[src/rtl/sumador_serial.sv]
// Bit-serial adder: Sum = A + B + Cin, one bit per clock LSB first, with N/Z/C/V flags.
// A single full-adder cell walks the operand shift registers; results commit only on the last bit.
module sumador_serial #(
    parameter int WIDTH = 4
) (
    input  logic             clk,
    input  logic             rst_n,
    input  logic             start,
    input  logic [WIDTH-1:0] A,
    input  logic [WIDTH-1:0] B,
    input  logic             Cin,
    output logic [WIDTH-1:0] Sum,
    output logic             busy,
    output logic             done,
    output logic             flag_n,
    output logic             flag_z,
    output logic             flag_c,
    output logic             flag_v
);
    localparam int CW = ($clog2(WIDTH) < 1) ? 1 : $clog2(WIDTH);

    typedef enum logic [1:0] {IDLE, SHIFT, DONE} state_t;

    state_t           r_state, w_next;
    logic [WIDTH-1:0] r_a, r_b, r_res;
    logic             r_carry, r_sa, r_sb;
    logic [CW-1:0]    r_cnt;

    logic             w_last, w_accept, w_sbit, w_cout;
    logic [WIDTH-1:0] w_res_nxt;

    assign w_last    = (r_state == SHIFT) && (r_cnt == CW'(WIDTH-1));
    assign w_accept  = start && (r_state != SHIFT);
    assign w_sbit    = r_a[0] ^ r_b[0] ^ r_carry;
    assign w_cout    = (r_a[0] & r_b[0]) | (r_carry & (r_a[0] ^ r_b[0]));
    assign w_res_nxt = {w_sbit, r_res[WIDTH-1:1]};

    assign busy = (r_state == SHIFT);
    assign done = (r_state == DONE);

    always_ff @(posedge clk) begin
        if (!rst_n) r_state <= IDLE;
        else        r_state <= w_next;
    end

    always_comb begin
        w_next = r_state;
        case (r_state)
            IDLE:    if (start) w_next = SHIFT;
            SHIFT:   if (w_last) w_next = DONE;
            DONE:    w_next = start ? SHIFT : IDLE;
            default: w_next = IDLE;
        endcase
    end

    always_ff @(posedge clk) begin
        if (!rst_n) begin
            r_a     <= '0;
            r_b     <= '0;
            r_res   <= '0;
            r_carry <= 1'b0;
            r_sa    <= 1'b0;
            r_sb    <= 1'b0;
            r_cnt   <= '0;
            Sum     <= '0;
            flag_n  <= 1'b0;
            flag_z  <= 1'b0;
            flag_c  <= 1'b0;
            flag_v  <= 1'b0;
        end else if (w_accept) begin
            r_a     <= A;
            r_b     <= B;
            r_res   <= '0;
            r_carry <= Cin;
            r_sa    <= A[WIDTH-1];
            r_sb    <= B[WIDTH-1];
            r_cnt   <= '0;
        end else if (r_state == SHIFT) begin
            r_a     <= r_a >> 1;
            r_b     <= r_b >> 1;
            r_res   <= w_res_nxt;
            r_carry <= w_cout;
            r_cnt   <= r_cnt + CW'(1);
            // Visible outputs change only here, so partial sums never leak out.
            if (w_last) begin
                Sum    <= w_res_nxt;
                flag_c <= w_cout;
                flag_n <= w_res_nxt[WIDTH-1];
                flag_z <= (w_res_nxt == '0);
                flag_v <= (r_sa == r_sb) && (w_res_nxt[WIDTH-1] != r_sa);
            end
        end
    end
endmodule

[config.mk]
export PLATFORM = sky130hd
export DESIGN_NAME = sumador_serial
export DESIGN_NICKNAME = d
export VERILOG_FILES = /design/src/rtl/sumador_serial.sv
export SDC_FILE = /design/constraint.sdc
export NUM_CORES = 1
export LEC_CHECK = 0
export CORE_ASPECT_RATIO = 1.2
export CORE_MARGIN = 2
export CORE_UTILIZATION = 44
export DETAILED_ROUTE_END_ITERATION = 8
export PLACE_DENSITY = 0.74
export SYNTH_ARGS = -nofsm -noshare
export SYNTH_HDL_FRONTEND = slang
export SYNTH_SLANG_ARGS = --single-unit
[constraint.sdc]
create_clock -name clk -period 1.63 [get_ports clk]
set_clock_uncertainty 0.2 [all_clocks]
set_input_delay 0.2445 -clock clk [delete_from_list [all_inputs] [get_ports clk]]
set_output_delay 0.2445 -clock clk [all_outputs]
set_load 0.005 [all_outputs]
# == Yosys cells after proc, flatten, opt, wreduce, memory -nomap -nowiden ==
# Index checks and enable logic that the tools add are counted.
# totals
regBits,27
latch_bits,0
mem_bits_rw,0
rom_bits,0
output_inout_bits,10
word_cells,48
memories,0
# classes
n_addsub,1
n_mul,0
n_div,0
order_cmp,0
n_eq_ne,8
shifts,0
n_mux,10
n_bitwise,7
reduce_logical,9
# ops
operator,n
two-way mux 4 bit,4
case mux 2 bit (3 select lines),1
== test 2 bit (second input constant),2
logical NOT 4 bit,1
two-way mux 2 bit,2
inequality test 2 x 1 -> 1 bit (second input constant),2
logical AND 1 bit,3
two-way mux 1 bit,3
AND reduction 3 bit,1
adder 2 x 1 -> 2 bit (second input constant),1
AND 1 bit,2
== test 2 x 1 -> 1 bit (second input constant),1
logical NOT 2 bit,1
inequality test 2 bit (second input constant),1
NOT 1 bit,2
AND reduction 2 bit,1
nonzero test 2 bit,1
OR reduction 2 bit,1
XOR 1 bit,2
== test 1 bit,1
inequality test 1 bit,1
OR 1 bit,1

# == Longest topological paths before layout ==
# Gate-level depths: netlist of run 1.
# depth
word_depth,5
depth_mapped,5
ltp_nobuf,4

# == Least setup slack after synthesis of run 1 ==
# Ideal clock, no wire load.
# synth_timing
path_kind,reg2reg
from,register r_a[0]
to,register flag_v
arrival_ns,1.282
slack_ns,0.028
stages_incl_launch_ff,5
path_buffers,0
path_cell_list,dfxtp_1 fa_1 and3b_1 nor3_1 nor3_1
# synth_via
elab_chain_cells,4
# synth_rtl
item,line,rtl
"start, declared",25,"logic [WIDTH-1:0] r_a, r_b, r_res;"
"start signal, assigned",79,r_a <= r_a >> 1;
XOR 1 bit (2 in series),34,assign w_sbit = r_a[0] ^ r_b[0] ^ r_carry;
named net w_sbit,29,"logic w_last, w_accept, w_sbit, w_cout;"
inequality test 1 bit,90,flag_v <= (r_sa == r_sb) && (w_res_nxt[WIDTH-1] != r_sa);
logical AND 1 bit,90,
"end signal, assigned",90,
"end, declared",18,output logic flag_v
# The timed path passes the listed nets, and every way through them passes these cells.
# A chain may end at the register's enable or synchronous reset.

# == Worst setup path in the final report of run 1 ==
# Same ends and word-level chain as after synthesis.

==> results of run 1 <==
==> cells by family (layout without fill, tap and decap cells) <==
| group | count (synthesis) | in the layout |
|---|---|---|
| adders and majority gates | 2 | 2 |
| AOI/OAI and AO/OA | 20 | 20 |
| DFF | 25 | 25 |
| and+or+nand+nor | 40 | 40 |
| muxes | 13 | 13 |
| buffers and inverters | 10 | 34 |
==> worst max-delay path by stage <==
stage               startpoint     end  slack, ns  cells after the start
global route            r_a[0]  flag_v      -0.05                      4
floorplan               r_a[0]  flag_v       0.03                      4
finish                  r_a[0]  flag_v     -0.008                      4
detailed placement      r_a[0]  flag_z      -0.05                      4
CTS                     flag_v  flag_v      -0.03                      1
global placement        r_a[0]  flag_z       0.01                      4
==> repair_timing <==
item                       in CTS  in global routing
resized for setup              10                 13
pin swaps                       4                  1
setup endpoints to repair       7                 10
==> layout by cell type (no fill, tap or decap), drive strengths merged, types with 2 or more instances in the layout <==
cell and instances:
a21oi 9, o21ai 2, nand2 7, clkbuf 4, a211oi 7, dlygate4sd2 2
inv 2, nor3 2, clkdlybuf4s50 15, nand3 8, dfxtp 25, buf 6
dlymetal6s2s 4, nor2 15, mux2i 13
==> state kept, by name (all words and copies together), names as in the netlist <==
name and count:
r_a 4, Sum 4, flag_z 1, r_state 2
r_carry 1, r_cnt 2, r_b 4, flag_v 1
r_res 3, flag_c 1, r_sb 1, r_sa 1
==> metrics by stage <==
| stage | hold slack [ns] | power, mW | setup TNS, ns | utilization |
|---|---|---|---|---|
| after floorplan | 0.162 | 0.801 | 0 | - |
| after global placement | 0.245 | 0.863 | 0 | 0.577 |
| after detailed placement | 0.249 | 0.870 | -0.102 | 0.577 |
| after CTS | 0.267 | 1.14 | -0.0602 | 0.598 |
| after global routing | 0.310 | 1.19 | -0.0531 | 0.608 |
| final | 0.265 | 1.13 | -0.00818 | 0.608 |
==> cell type report <==
class	instances	area, sq um	area share
Clock buffer	4	26.3	0.0187
Inverter	3	12.5	0.00892
Multi-Input combinational cell	75	532	0.379
Sequential cell	25	518	0.369
Tap cell	31	38.8	0.0277
Timing Repair Buffer	27	275	0.196
==> critical path, cell delays in order (launching register included) <==
cell	delay, ns
dfxtp_2	0.36
fa_2	0.61
and3b_1	0.19
nor3_1	0.13
nor3_1	0.06
==> where the power goes <==
part	internal, mW	switching (mW)
clock network	0.0955	0.169
registers	0.642	0.0235
logic	0.106	0.0926
total	0.844	0.285
==> layer usage <==
layer  up-vias  wire length, um
met5         -                0
met4         0               29
met2        16             1040
li1        427                -
met1       408              905
met3         4               85
==> results.txt, run 1 <==
----------------------------------------------------
[Logic synthesis]
  Synthesis-stage register bit count ... 25
  Post-synthesis share of cell area spent on and, or, nand and nor gates ... 0.177
  Main combinational cell family by area after synthesis ... simple AND/OR/NAND/NOR gates
  Sequential fraction of the synthesis area ... 0.463
  Most numerous cell in the Yosys netlist ... dfxtp_1
  Share of synthesized cell area in full adder, half adder and majority cells ... 0.0301
  Post-synthesis mux area share ... 0.121
  Async set or reset register ratio after synthesis ... 0
  Synth Cell Area ... between 0.001 and 0.0015 sq mm
  Post-synthesis cell type count ... 26
  Post-synth EDFFs ... 0
  Top post-synthesis cells by area ... dfxtp_1 46%, mux2i_1 12%, a211oi_2 8.1%, nor2_1 5.2%, a21oi_1 4.2%
  Number of nets produced by synthesis ... roughly 120
  Synthesized instance count ... 110
  Mean Syn Cell Area ... 9.82 sq um
  Commonest register cell after synthesis ... dfxtp_1
  Synth Area in Compound Gates ... 0.145
  Share of Yosys cell area claimed by the top area cell type ... 0.463
  Yosys warnings ... 0
  Xor/xnor share of the synthesized area ... 0
  Cell type contributing the most total cell area after synthesis ... dfxtp_1
  Top cells by count, synth ... 25 x dfxtp_1, 15 x nor2_1, 13 x mux2i_1

[Layout]
  Count of inserted antenna diode cells ... 0
  Area grow syn2layout ... 29.9%
  Filler Cell Count ... approximately 230
  Fraction of final layout cells sized beyond drive strength 1 ... 0.254
  Final cell count without fillers ... between 150 and 200
  Final design instance area without fill ... approximately 0.0014 sq mm
  Number of nets in the final layout ... around 150

[GRT]
  Vias in the first global route ... roughly 840
  Met3 GRT Util ... 0.0206
  Congestion Overflow GR ... 0
  Antenna violations before repair ... 0
  Wire length of the first global-routing pass ... 3550 um
  Met1 track demand over resource in global routing ... 0.192
  Global-route total usage across every layer ... 0.161
  Global routing's busiest layer ... met2
  Pin count of the biggest net entering global routing ... 25
  Met2 Use GR ... 0.278

[Placed design]
  Post-DP Area ... between 0.001 and 0.0015 sq mm
  Number of buffers inserted by port buffering ... 21
  Count of placed standard cells including taps ... ~160
  DPL Wire Length ... about 1500 um
  Final Wtd Congestion ... roughly 0.73
  Pre-CTS setup slack ... -0.0505 ns

[CTS]
  Setup Buffers After CTS ... 0
  Clock transition at path regs ... 0.12 ns
  Clock latency of the later-clocked register in the worst-skew pair ... a little over 0.3 ns
  Number of CTS-inserted buffers ... 3
  TritonCTS clock tree ... yes
  Number of levels the H-tree was split into ... 1
  Quantity of hold-fixing buffers added after cts ... 0
  CTS sink count ... 25
  Buffer type at the clock tree root ... clkbuf_4
  Clk buf depth ... 2

[Timing]
  Worst Tran Pin Value ... ~0.26 ns
  Max Freq ... about 610 MHz
  Final Critical Period ... ~1.6 ns
  Max-slew violation count ... 0
  Unrepaired setup endpoints after global routing ... yes
  Crit path setup slack, layout ... -0.00818 ns
  Total of endpoints with negative setup slack in the final report ... 1
  Max-slew headroom ... 0.826
  Final Hold Violating Endpoints ... 0
  Period utilization ... 1.01

[Drt]
  Post-DRT Antenna Nets ... 0
  Drt first pass iters ... 4
  Iteration-0 DRC count of the detailed router ... 10
  DRC Markers ... 0
  Average vias per placed instance ... about 5.2
  Wirelength per Cell ... 12.5 um
  Wire length after detailed routing ... 2060 um
  Via count of the routed design ... 855

[Critical path]
  Startpoint type of the worst setup path ... flip-flop
  Endpoint arrival time on the critical path ... approximately 1.7 ns
  Type of destination of the critical path ... flip-flop
  WP data required ... approximately 1.6 ns
  Cell count of the worst reg-to-reg path ... 4
  CP Class ... reg -> reg
  Endpoint of the most critical register-to-register path ... flag_v
  Critical R2R Launch ... r_a[0]
  Top fanout value on the critical path ... 4
  Flop-to-flop setup slack ... -0.008 ns

[Worst hold path]
  Endpoint, Worst Hold ... flag_c
  Hold depth ... 2
  Hold Crit Start ... flag_c
  Hold Path Class ... reg -> reg

[Floorplan]
  CORE AREA ... roughly 0.0023 sq mm
  Die boundary height ... 58.3 um
  Site row count ... 19
  Top-level port count ... 22
  Initial Utilization ... 0.468
  DIE AREA ... roughly 0.0029 sq mm
  Die X-Extent ... approximately 49 um

[Power and ir drop]
  Total leakage power ... 0.657 nW
  Pwr/cell area ... slightly above 800 mW/mm^2
  Max VDD drop ... around 540 uV

[Outcome]
  Result of the run ... finished, violations left
  Failing checks ... setup timing

[Run]
  Number of maximum-capacitance constraint violations ... 0

----------------------------------------------------
No activity file was read; power rests on OpenSTA's default activity.
==> inputs of run 2 (changes only) <==
CORE_UTILIZATION = 53   (was 44)
PLACE_DENSITY = 0.82   (was 0.74)
clock period = 2 ns   (was 1.63 ns; I/O delays follow)
==> results.txt, run 2 (synthesis results as in run 1) <==
----------------------------------------------------
[Drt]
  Iteration-0 DRC count of the detailed router ... 7 (was 10)
  Via count of the routed design ... 849 (was 855)
  Post-DRT Antenna Nets ... 0 (unchanged)
  Drt first pass iters ... 4 (unchanged)
  Average vias per placed instance ... 5.59 (was 5.18)
  Wirelength per Cell ... 13.0 um (was 12.5 um)
  DRC Markers ... 0 (unchanged)
  Wire length after detailed routing ... 1970 um (was 2060 um)

[GRT]
  Vias in the first global route ... 788 (was 835)
  Global-route total usage across every layer ... 0.193 (was 0.161)
  Antenna violations before repair ... 0 (unchanged)
  Pin count of the biggest net entering global routing ... 25 (unchanged)
  Congestion Overflow GR ... 0 (unchanged)
  Wire length of the first global-routing pass ... 3320 um (was 3550 um)

[Floorplan]
  Die boundary height ... 53.4 um (was 58.3 um)
  CORE AREA ... 0.00187 sq mm (was 0.00231 sq mm)
  Site row count ... 17 (was 19)
  Die X-Extent ... 45.2 um (was 49.2 um)
  Top-level port count ... 22 (unchanged)
  Initial Utilization ... 0.577 (was 0.468)
  DIE AREA ... 0.00242 sq mm (was 0.00287 sq mm)

[CTS]
  CTS sink count ... 25 (unchanged)
  Quantity of hold-fixing buffers added after cts ... 0 (unchanged)
  Buffer type at the clock tree root ... clkbuf_4 (unchanged)
  Clk buf depth ... 2 (unchanged)
  Clock transition at path regs ... 0.14 ns (was 0.12 ns)
  Clock latency of the later-clocked register in the worst-skew pair ... 0.33 ns (was 0.31 ns)
  Number of levels the H-tree was split into ... 1 (unchanged)
  Number of CTS-inserted buffers ... 3 (unchanged)
  TritonCTS clock tree ... yes (unchanged)

[Power and ir drop]
  Switching power ... 0.248 mW (was 0.285 mW)
  Total power after layout ... 0.926 mW (was 1.13 mW)
  Internal power component ... 0.678 mW (was 0.844 mW)
  Pwr/cell area ... 687 mW/mm^2 (was 805 mW/mm^2)
  Comb pwr share ... 0.165 (was 0.176)
  Total leakage power ... 0.561 nW (was 0.657 nW)
  Max VDD drop ... 575 uV (was 535 uV)
  Switching share of total power ... 0.268 (was 0.252)
  Clk pwr share ... 0.253 (was 0.234)
  Part of the power in registers ... 0.582 (was 0.590)

[Timing]
  Total of endpoints with negative setup slack in the final report ... 0 (was 1)
  Max-slew violation count ... 0 (unchanged)
  Max Freq ... approximately 520 MHz
  Unrepaired setup endpoints after global routing ... no (was yes)
  Period utilization ... 0.957
  Final Critical Period ... between 1.5 and 2 ns
  Worst Tran Pin Value ... 0.258 ns (was 0.260 ns)
  Accumulated negative setup slack ... 0 ns (was -0.00818 ns)
  Hold Slack ... 0.264 ns (was 0.265 ns)
  Final Hold Violating Endpoints ... 0 (unchanged)
  Max-slew headroom ... 0.828 (was 0.826)
  Crit path setup slack, layout ... 0.0857 ns (was -0.00818 ns)

[Critical path]
  Type of destination of the critical path ... output port (was flip-flop)
  Cell type of the slowest stage on the worst timing path ... clkdlybuf4s50_1 (was fa_2)
  CP Class ... reg -> out (was reg -> reg)
  Startpoint type of the worst setup path ... flip-flop (unchanged)
  WP data required ... 1.50 ns (was 1.64 ns)
  Endpoint arrival time on the critical path ... 1.41 ns (was 1.65 ns)
  Top fanout value on the critical path ... 3 (was 4)
  Worst stage delay on the critical path ... 0.53 ns (was 0.61 ns)
  CP cell instances ... nor2b_1, clkdlybuf4s50_1 (was fa_2, and3b_1, nor3_1, nor3_1)

[Placed design]
  Number of buffers inserted by port buffering ... 21 (unchanged)
  Count of placed standard cells including taps ... 147 (was 161)
  Pre-CTS setup slack ... 0.219 ns (was -0.0505 ns)
  Post-DP Area ... 0.00130 sq mm (was 0.00133 sq mm)
  Final Wtd Congestion ... 0.746 (was 0.731)
  DPL Wire Length ... 1440 um (was 1520 um)

[Run]
  Number of maximum-capacitance constraint violations ... 0 (unchanged)

[Layout]
  Area grow syn2layout ... 24.8% (was 29.9%)
  Largest registers in the final layout ... Sum: 4 flops, r_a: 4 flops, r_b: 4 flops (unchanged)
  Util after Layout ... 0.720 (was 0.608)
  Commonest cells after routing, fill and taps aside ... 24 x dfxtp_1, 21 x clkdlybuf4s50_1, 15 x nor2_1 (was 15 x nor2_1, 15 x clkdlybuf4s50_1, 13 x mux2i_1, 13 x dfxtp_1, 11 x dfxtp_2)
  Count of inserted antenna diode cells ... 0 (unchanged)
  Final cell count without fillers ... 152 (was 165)
  Final design instance area without fill ... 0.00135 sq mm (was 0.00140 sq mm)
  Number of nets in the final layout ... 148 (was 149)
  Filler Cell Count ... 147 (was 229)
  Fraction of final layout cells sized beyond drive strength 1 ... 0.150 (was 0.254)
  Most frequent standard cell in the layout excluding fill and tap cells ... dfxtp_1

[Outcome]
  Result of the run ... completed (was finished, violations left)

[Worst hold path]
  Hold Path Class ... reg -> reg (unchanged)

----------------------------------------------------
-- run 2: repair_timing --
item                                    4_1_cts  5_1_grt
endpoints found under the hold margin         0        0
resized for setup                             1        2
pin swaps                                     0        0
endpoints found under the setup margin        1        1
setup buffers                                 0        1
-- run 2: cell type report --
class / count / area (sq um) / area share
Clock buffer: 3 / 22.5 / 0.0167
Inverter: 3 / 13.8 / 0.0102
Timing Repair Buffer: 26 / 260 / 0.193
Multi-Input combinational cell: 75 / 518 / 0.384
Tap cell: 19 / 23.8 / 0.0176
Clock inverter: 1 / 7.51 / 0.00557
Sequential cell: 25 / 502 / 0.372
-- run 2: final timing paths --
check	cells past startpoint	slack, ns	from	to
max	2	0.09	r_state[1]	done
max reg2reg	4	0.25	r_a[0]	flag_z
min reg2reg	2	0.26	flag_c	flag_c
min	2	0.26	flag_c	flag_c
-- run 2: power groups by stage --
stage	registers [mW]	logic (mW)	clock network [mW]
after CTS	0.539	0.149	0.241
final	0.539	0.153	0.234
after global placement	0.548	0.145	0
after floorplan	0.546	0.107	0
after detailed placement	0.549	0.149	0
after global routing	0.544	0.170	0.255
-- run 2: layer usage --
layer  GRT usage  up-vias  share of wire
li1            -      426              -
met1       0.237      394           0.45
met2       0.310       24           0.48
met3      0.0307        5          0.045
met4       0.118        0          0.025
met5           0        -              0
-- run 2: critical path: cells and delay by family, from the launching register on --
kind	cells	cell delay [ns]
buffers and inverters	1	0.53
DFF	1	0.38
and+or+nand+nor	1	0.18
==> inputs of run 3 (changes only) <==
HOLD_SLACK_MARGIN = 0.06   (was default)
==> results of run 3 <==
The final DEF is identical to that of run 2; final timing and power are the same.
